===== src/rtl/wb_pattern_tester.sv =====
// Wishbone classic master that writes an incrementing pattern into a window,
// reads it back, and reports mismatches, first failing address and ack timeouts.
module wb_pattern_tester #(
    parameter int APP_AW = 26,
    parameter int DW     = 32,
    parameter int TO_CYC = 1024
) (
    input  logic              wb_clk_i,
    input  logic              wb_rst_i,
    input  logic              start,
    input  logic              sdr_init_done,
    input  logic [APP_AW-1:0] cfg_base,
    input  logic [15:0]       cfg_len,
    input  logic [DW-1:0]     cfg_seed,
    output logic              wb_cyc_o,
    output logic              wb_stb_o,
    output logic              wb_we_o,
    output logic [APP_AW-1:0] wb_addr_o,
    output logic [DW-1:0]     wb_dat_o,
    output logic [DW/8-1:0]   wb_sel_o,
    output logic [2:0]        wb_cti_o,
    input  logic              wb_ack_i,
    input  logic [DW-1:0]     wb_dat_i,
    output logic              busy,
    output logic              done,
    output logic              pass,
    output logic              timeout,
    output logic [15:0]       err_cnt,
    output logic [APP_AW-1:0] err_addr
);

    // state     | meaning
    // IDLE      | waiting for start
    // WAIT_INIT | run accepted, waiting for SDRAM init
    // WR        | write beat on the bus
    // WR_GAP    | one idle cycle after a write ack
    // RD        | read beat on the bus
    // RD_GAP    | one idle cycle after a read ack
    // FIN       | done pulse, result valid
    typedef enum logic [2:0] {
        S_IDLE, S_WAIT_INIT, S_WR, S_WR_GAP, S_RD, S_RD_GAP, S_FIN
    } state_t;

    localparam int TW = $clog2(TO_CYC + 1);

    state_t            state, state_nxt;
    logic [APP_AW-1:0] base_q, addr_q;
    logic [DW-1:0]     seed_q, dat_q;
    logic [15:0]       len_q, idx_q;
    logic [TW-1:0]     wait_q;
    logic              access, acked, expired, last_word;
    logic [APP_AW-1:0] base_aligned;

    assign access       = (state == S_WR) || (state == S_RD);
    assign acked        = access && wb_ack_i;
    // An ack in the terminal cycle wins over the timeout.
    assign expired      = access && !wb_ack_i && (wait_q == '0);
    assign last_word    = ({1'b0, idx_q} + 17'd1) >= {1'b0, len_q};
    assign base_aligned = cfg_base & ~APP_AW'(3);

    always_ff @(posedge wb_clk_i) begin
        if (wb_rst_i) state <= S_IDLE;
        else          state <= state_nxt;
    end

    always_comb begin
        state_nxt = state;
        wb_cyc_o  = access;
        wb_stb_o  = access;
        wb_we_o   = (state == S_WR);
        wb_addr_o = access ? addr_q : '0;
        wb_dat_o  = (state == S_WR) ? dat_q : '0;
        wb_sel_o  = {(DW/8){access}};
        wb_cti_o  = 3'b000;
        busy      = (state != S_IDLE) && (state != S_FIN);
        done      = (state == S_FIN);
        unique case (state)
            S_IDLE:      if (start) state_nxt = (cfg_len == 16'd0) ? S_FIN : S_WAIT_INIT;
            S_WAIT_INIT: if (sdr_init_done) state_nxt = S_WR;
            S_WR: begin
                if (acked)        state_nxt = S_WR_GAP;
                else if (expired) state_nxt = S_FIN;
            end
            S_WR_GAP:    state_nxt = last_word ? S_RD : S_WR;
            S_RD: begin
                if (acked)        state_nxt = S_RD_GAP;
                else if (expired) state_nxt = S_FIN;
            end
            S_RD_GAP:    state_nxt = last_word ? S_FIN : S_RD;
            S_FIN:       state_nxt = S_IDLE;
            default:     state_nxt = S_IDLE;
        endcase
    end

    always_ff @(posedge wb_clk_i) begin
        if (wb_rst_i) begin
            base_q   <= '0;
            addr_q   <= '0;
            seed_q   <= '0;
            dat_q    <= '0;
            len_q    <= '0;
            idx_q    <= '0;
            wait_q   <= '0;
            pass     <= 1'b0;
            timeout  <= 1'b0;
            err_cnt  <= '0;
            err_addr <= '0;
        end else begin
            // Down-counter reloads whenever no access is in flight.
            if (!access)             wait_q <= TW'(TO_CYC - 1);
            else if (wait_q != '0)   wait_q <= wait_q - 1'b1;

            if (expired) timeout <= 1'b1;

            unique case (state)
                S_IDLE: begin
                    if (start) begin
                        base_q   <= base_aligned;
                        addr_q   <= base_aligned;
                        seed_q   <= cfg_seed;
                        dat_q    <= cfg_seed;
                        len_q    <= cfg_len;
                        idx_q    <= '0;
                        err_cnt  <= '0;
                        err_addr <= '0;
                        timeout  <= 1'b0;
                        pass     <= (cfg_len == 16'd0);
                    end
                end
                S_WR_GAP: begin
                    if (last_word) begin
                        idx_q  <= '0;
                        addr_q <= base_q;
                        dat_q  <= seed_q;
                    end else begin
                        idx_q  <= idx_q + 16'd1;
                        addr_q <= addr_q + APP_AW'(4);
                        dat_q  <= dat_q + DW'(1);
                    end
                end
                S_RD: begin
                    if (acked && (wb_dat_i != dat_q)) begin
                        if (err_cnt != 16'hFFFF) err_cnt  <= err_cnt + 16'd1;
                        if (err_cnt == 16'd0)    err_addr <= addr_q;
                    end
                end
                S_RD_GAP: begin
                    if (last_word) begin
                        pass <= (err_cnt == 16'd0);
                    end else begin
                        idx_q  <= idx_q + 16'd1;
                        addr_q <= addr_q + APP_AW'(4);
                        dat_q  <= dat_q + DW'(1);
                    end
                end
                default: ;
            endcase
        end
    end

endmodule


===== config.mk =====
export PLATFORM = sky130hd
export DESIGN_NAME = wb_pattern_tester
export DESIGN_NICKNAME = d
export VERILOG_FILES = /design/src/rtl/wb_pattern_tester.sv
export SDC_FILE = /design/constraint.sdc
export NUM_CORES = 1
export LEC_CHECK = 0
export CORE_MARGIN = 8
export CORE_UTILIZATION = 47
export DETAILED_ROUTE_END_ITERATION = 10
export PLACE_DENSITY = 0.77
export SYNTH_ARGS = -nofsm -noshare
export SYNTH_HDL_FRONTEND = slang
export SYNTH_SLANG_ARGS = --single-unit

===== constraint.sdc =====
create_clock -name wb_clk_i -period 3.25 [get_ports wb_clk_i]
set_input_delay 0.325 -clock wb_clk_i [delete_from_list [all_inputs] [get_ports wb_clk_i]]
set_output_delay 0.325 -clock wb_clk_i [all_outputs]
set_load 0.005 [all_outputs]

==> flow_metrics.py <==
metrics = {
    "clock_network": {
        "htree_num_levels": 4,
        "clk-insertion-delay-late_ps": 450,
        "numClockSinks": 200,
        "root_buffer": "sky130_fd_sc_hd__clkbuf_16",
        "ctsLongestPathBuffers": 2,
        "clock_transition_at_path_regs_ps": 80,
        "cts_tree": "done",
        "cts_made_buffers": 17,
    },
    "floorplanning": {
        "die-height_um": 170,
        "dieArea_um2": 28800,
        "core_um2": 23300,
        "fp-row-count": 56,
        "initial_cell_density_of_the_core_pct": 47.6,
        "die-width_um": 170,
        "pin_count": 225,
    },
    "grt": {
        "grt_start_max_net_pins": 57,
        "grt_antenna_before_repair": 2,
        "grt_pass1_wl_um": 60100,
        "grt_overflow_total": 0,
        "first_global_vias": 11500,
        "grt_use_total_pct": 25.7,
    },
    "timing": {
        "achievable-frequency_mhz": 290,
        "fin_ws_ps": -194,
        "maxSlewViolCount": 0,
        "relSlewSlack_pct": 40.0,
        "timing.final.crit_period_ps": 3440,
        "tns_ps": -7900,
        "timing.final.crit_share_pct": 106,
        "tightestPinTransition_ps": 900,
        "hold_violations": 0,
        "grt_setup_unrepaired": "yes",
        "setup-violations-final": 70,
        "final.setup_skew_ps": 13.7,
        "hold-worst-slack_ps": 287,
    },
    "detailed_routing": {
        "detailedRoute.firstPassIterationCount": 6,
        "postRouteWirelength_um": 37700,
        "vias_per_cell": 5.88,
        "wl_per_instance_um": 18.7,
        "drt.antenna.violating_nets": 0,
        "drc_violation_total_after_the_first_tritonroute_iteration": 1280,
        "drc": 0,
        "detailroute.via_count": 11900,
    },
    "power_and_ir_drop": {
        "p_int_mw": 4.70,
        "power_per_cell_area_nw_per_um2": 468,
        "fin_total_pwr_mw": 7.08,
        "power.leakage_nw": 5.59,
        "power.ir.vdd_worst_mv": 0.392,
        "p_switching_mw": 2.38,
        "power.combinational.fraction_pct": 26.2,
        "swShare_pct": 33.6,
        "pwr-share-seq_pct": 42.4,
        "pwr-share-clk_pct": 31.4,
    },
    "worst_setup_path": {
        "worstReg2RegEnd": "dat_q[26]$_SDFFE_PP0P_",
        "critPathLaunchType": "register",
        "cp-end-kind": "register",
        "r2r_slack_ps": -190,
        "cp_max_fo": 14,
        "critPathRequiredTime_ps": 3570,
        "r2r_start": "idx_q[0]$_SDFFE_PP0P_",
        "arrival_worst_endpoint_ps": 3760,
        "timing.reg2reg.worst_path_depth": 16,
        "worstSetupPathType": "register to register",
    },
    "final_layout": {
        "final_util_pct": 64.8,
        "area_occupied_by_multi_input_gates_um2": 6730,
        "sequential_cell_area_um2": 4010,
        "area_delta_synth_final_pct": 36.1,
        "fillers": 1939,
        "final_area_um2": 15100,
        "most_common_cell_after_layout_fill_and_taps_aside": "sky130_fd_sc_hd__nand2_1",
        "post_route_cells_drive_above_1_share_pct": 12.9,
        "final_net_count": 1816,
        "highest_count_cells_in_the_layout_ignoring_fill_and_taps": "250 x sky130_fd_sc_hd__nand2_1, 214 x sky130_fd_sc_hd__clkdlybuf4s50_1, 195 x sky130_fd_sc_hd__dfxtp_1",
    },
    "hold_path": {
        "hold_depth": 2,
        "timing.hold.worst.start": "wb_rst_i",
        "holdPathEnd": "idx_q[5]$_SDFFE_PP0P_",
        "worst_hold_path_type": "input pin to register",
    },
    "yosys": {
        "synth.yosys.seq_area_share_pct": 36.0,
        "netlist-cell-type-count": 78,
        "syn_area_um2": 11100,
        "syn_area_per_cell_um2": 7.71,
        "ys_dominant_reg_cell": "sky130_fd_sc_hd__dfxtp_1",
        "synthArstFlopShare_pct": 0,
        "synth.yosys.warnings": 0,
        "flop_and_latch_count_out_of_synthesis": 200,
        "synth-edff-count": 0,
        "netlist_instances": 1441,
    },
    "placement": {
        "place.port_buffers": 215,
        "place.gp.congestion": 0.923,
        "placement.cell_area_um2": 14100,
        "detailed_place_hpwl_um": 26800,
    },
    "outcome": {
        "violations": "setup timing",
        "status": "finished with violations",
    },
    "job": {
        "max-cap-violations": 0,
    },
}
==> critical path, stage by stage (launching register included) <==
cell                       delay [ps]
sky130_fd_sc_hd__dfxtp_4          360
sky130_fd_sc_hd__ha_4             160
sky130_fd_sc_hd__and3_4           180
sky130_fd_sc_hd__and3_4           200
sky130_fd_sc_hd__buf_4            150
sky130_fd_sc_hd__xor2_1           140
sky130_fd_sc_hd__ha_1             290
sky130_fd_sc_hd__nand4_1          140
sky130_fd_sc_hd__nor2_1           110
sky130_fd_sc_hd__a311oi_4         390
sky130_fd_sc_hd__and3_1           270
sky130_fd_sc_hd__buf_6            140
sky130_fd_sc_hd__a21boi_4          80
sky130_fd_sc_hd__buf_12           160
sky130_fd_sc_hd__buf_12           140
sky130_fd_sc_hd__a221oi_2         280
sky130_fd_sc_hd__o31ai_1          120
==> worst max-delay path by stage <==
stage	start	end	cells after the start
after detailed placement	idx_q[1]$_SDFFE_PP0P_	addr_q[17]$_SDFFE_PP0P_	14
after CTS	idx_q[0]$_SDFFE_PP0P_	addr_q[13]$_SDFFE_PP0P_	16
after global placement	idx_q[1]$_SDFFE_PP0P_	dat_q[15]$_SDFFE_PP0P_	15
final	idx_q[0]$_SDFFE_PP0P_	dat_q[26]$_SDFFE_PP0P_	16
after floorplan	idx_q[0]$_SDFFE_PP0P_	dat_q[18]$_SDFFE_PP0P_	17
after global routing	idx_q[1]$_SDFFE_PP0P_	addr_q[8]$_SDFFE_PP0P_	16
==> logic make-up (layout without fill, tap and decap cells) <==
family	after synthesis	after routing	share of synthesized area (%)
adders and majority gates	22	22	2.48
and+or+nand+nor	605	605	26.6
muxes	11	11	0.991
xor gates and xnor gates	79	79	6.23
buffers and inverters	147	396	5.94
other	1	9	0.0337
DFF	200	200	36.0
AOI/OAI and AO/OA	376	376	21.7
==> sequential cells by signal, summed over array words and instances, names as in the netlist <==
| name | cells |
|---|---|
| dat_q | 32 |
| seed_q | 32 |
| addr_q | 24 |
| base_q | 24 |
| err_addr | 24 |
| err_cnt | 16 |
| idx_q | 16 |
| len_q | 16 |
| wait_q | 11 |
| state | 3 |
| pass | 1 |
| timeout | 1 |
==> area by class of cell <==
type                    instances  area share, %
inverters                      27          0.670
diodes                          2         0.0331
clock buffers                  17           2.81
clock inverters                15           1.23
well taps                     319           2.64
multi-input cells            1100           44.5
flip-flops and latches        200           26.5
repair buffers                337           21.6
==> per-layer routing <==
layer | share of wire (%) | routed length [um] | GRT usage [%] | vias to the layer above
met5 | 0 | 0 | 0 | -
met4 | 2.6 | 963 | 9.12 | 0
met3 | 8.8 | 3330 | 5.51 | 88
met2 | 47 | 17700 | 42.7 | 572
met1 | 42 | 15700 | 32.2 | 5582
li1 | - | - | - | 5608
==> power groups by stage <==
| stage | Clock, mW | Combinational [mW] | Sequential [mW] |
|---|---|---|---|
| after floorplan | 0 | 1.08 | 2.88 |
| after global placement | 0 | 1.65 | 3.03 |
| after detailed placement | 0 | 1.68 | 3.04 |
| after CTS | 2.23 | 1.81 | 2.98 |
| after global routing | 2.34 | 2.00 | 3.03 |
| final | 2.23 | 1.85 | 3.00 |
==> metrics by stage <==
step / worst slack [ps] / std cells
CTS: -129 / 2012
detailed placement: -263 / 1968
global route: -314 / 2017
floorplan: 19.7 / 1447
global placement: -128 / 1968
finish: -194 / 2017
==> cells in the mapped netlist, types with 5 or more instances <==
library cell / n / share of area, %
sky130_fd_sc_hd__a221oi_1: 14 / 1.1
sky130_fd_sc_hd__o31ai_1: 23 / 1.6
sky130_fd_sc_hd__xnor2_1: 28 / 2.2
sky130_fd_sc_hd__nand4_1: 19 / 1.1
sky130_fd_sc_hd__a21oi_1: 169 / 7.6
sky130_fd_sc_hd__nor2_1: 62 / 2.1
sky130_fd_sc_hd__and2_1: 57 / 3.2
sky130_fd_sc_hd__o21ai_0: 49 / 2.2
sky130_fd_sc_hd__xor2_1: 51 / 4.0
sky130_fd_sc_hd__o211ai_1: 6 / 0.41
sky130_fd_sc_hd__a22o_1: 7 / 0.55
sky130_fd_sc_hd__buf_2: 21 / 0.95
sky130_fd_sc_hd__nand2b_1: 7 / 0.39
sky130_fd_sc_hd__mux2i_1: 11 / 0.99
sky130_fd_sc_hd__a22oi_1: 9 / 0.61
sky130_fd_sc_hd__clkbuf_1: 77 / 2.6
sky130_fd_sc_hd__or4_1: 8 / 0.54
sky130_fd_sc_hd__o21ai_1: 9 / 0.41
sky130_fd_sc_hd__and3_1: 21 / 1.2
sky130_fd_sc_hd__a31oi_1: 5 / 0.28
sky130_fd_sc_hd__nand3b_1: 8 / 0.54
sky130_fd_sc_hd__inv_1: 26 / 0.88
sky130_fd_sc_hd__nand2_1: 250 / 8.4
sky130_fd_sc_hd__o21a_1: 6 / 0.41
sky130_fd_sc_hd__dfxtp_1: 200 / 36
sky130_fd_sc_hd__a211oi_1: 9 / 0.61
sky130_fd_sc_hd__o22ai_1: 8 / 0.45
sky130_fd_sc_hd__nor3_1: 24 / 1.1
sky130_fd_sc_hd__ha_1: 22 / 2.5
sky130_fd_sc_hd__o221ai_1: 13 / 1.0
sky130_fd_sc_hd__nor2b_1: 5 / 0.28
sky130_fd_sc_hd__or3_1: 14 / 0.79
sky130_fd_sc_hd__nor4_1: 21 / 1.2
sky130_fd_sc_hd__buf_4: 15 / 1.0
sky130_fd_sc_hd__nand3_1: 87 / 3.9
sky130_fd_sc_hd__a211o_1: 5 / 0.39
sky130_fd_sc_hd__and4_1: 6 / 0.47
==> timing repair <==
item,CTS,global route
endpoints found under the setup margin,73,85
pin swaps,32,13
setup buffers,9,3
hold buffers,0,0
resized for setup,66,16
gates cloned,3,0
Note: power is estimated with default switching activity, not from simulation.
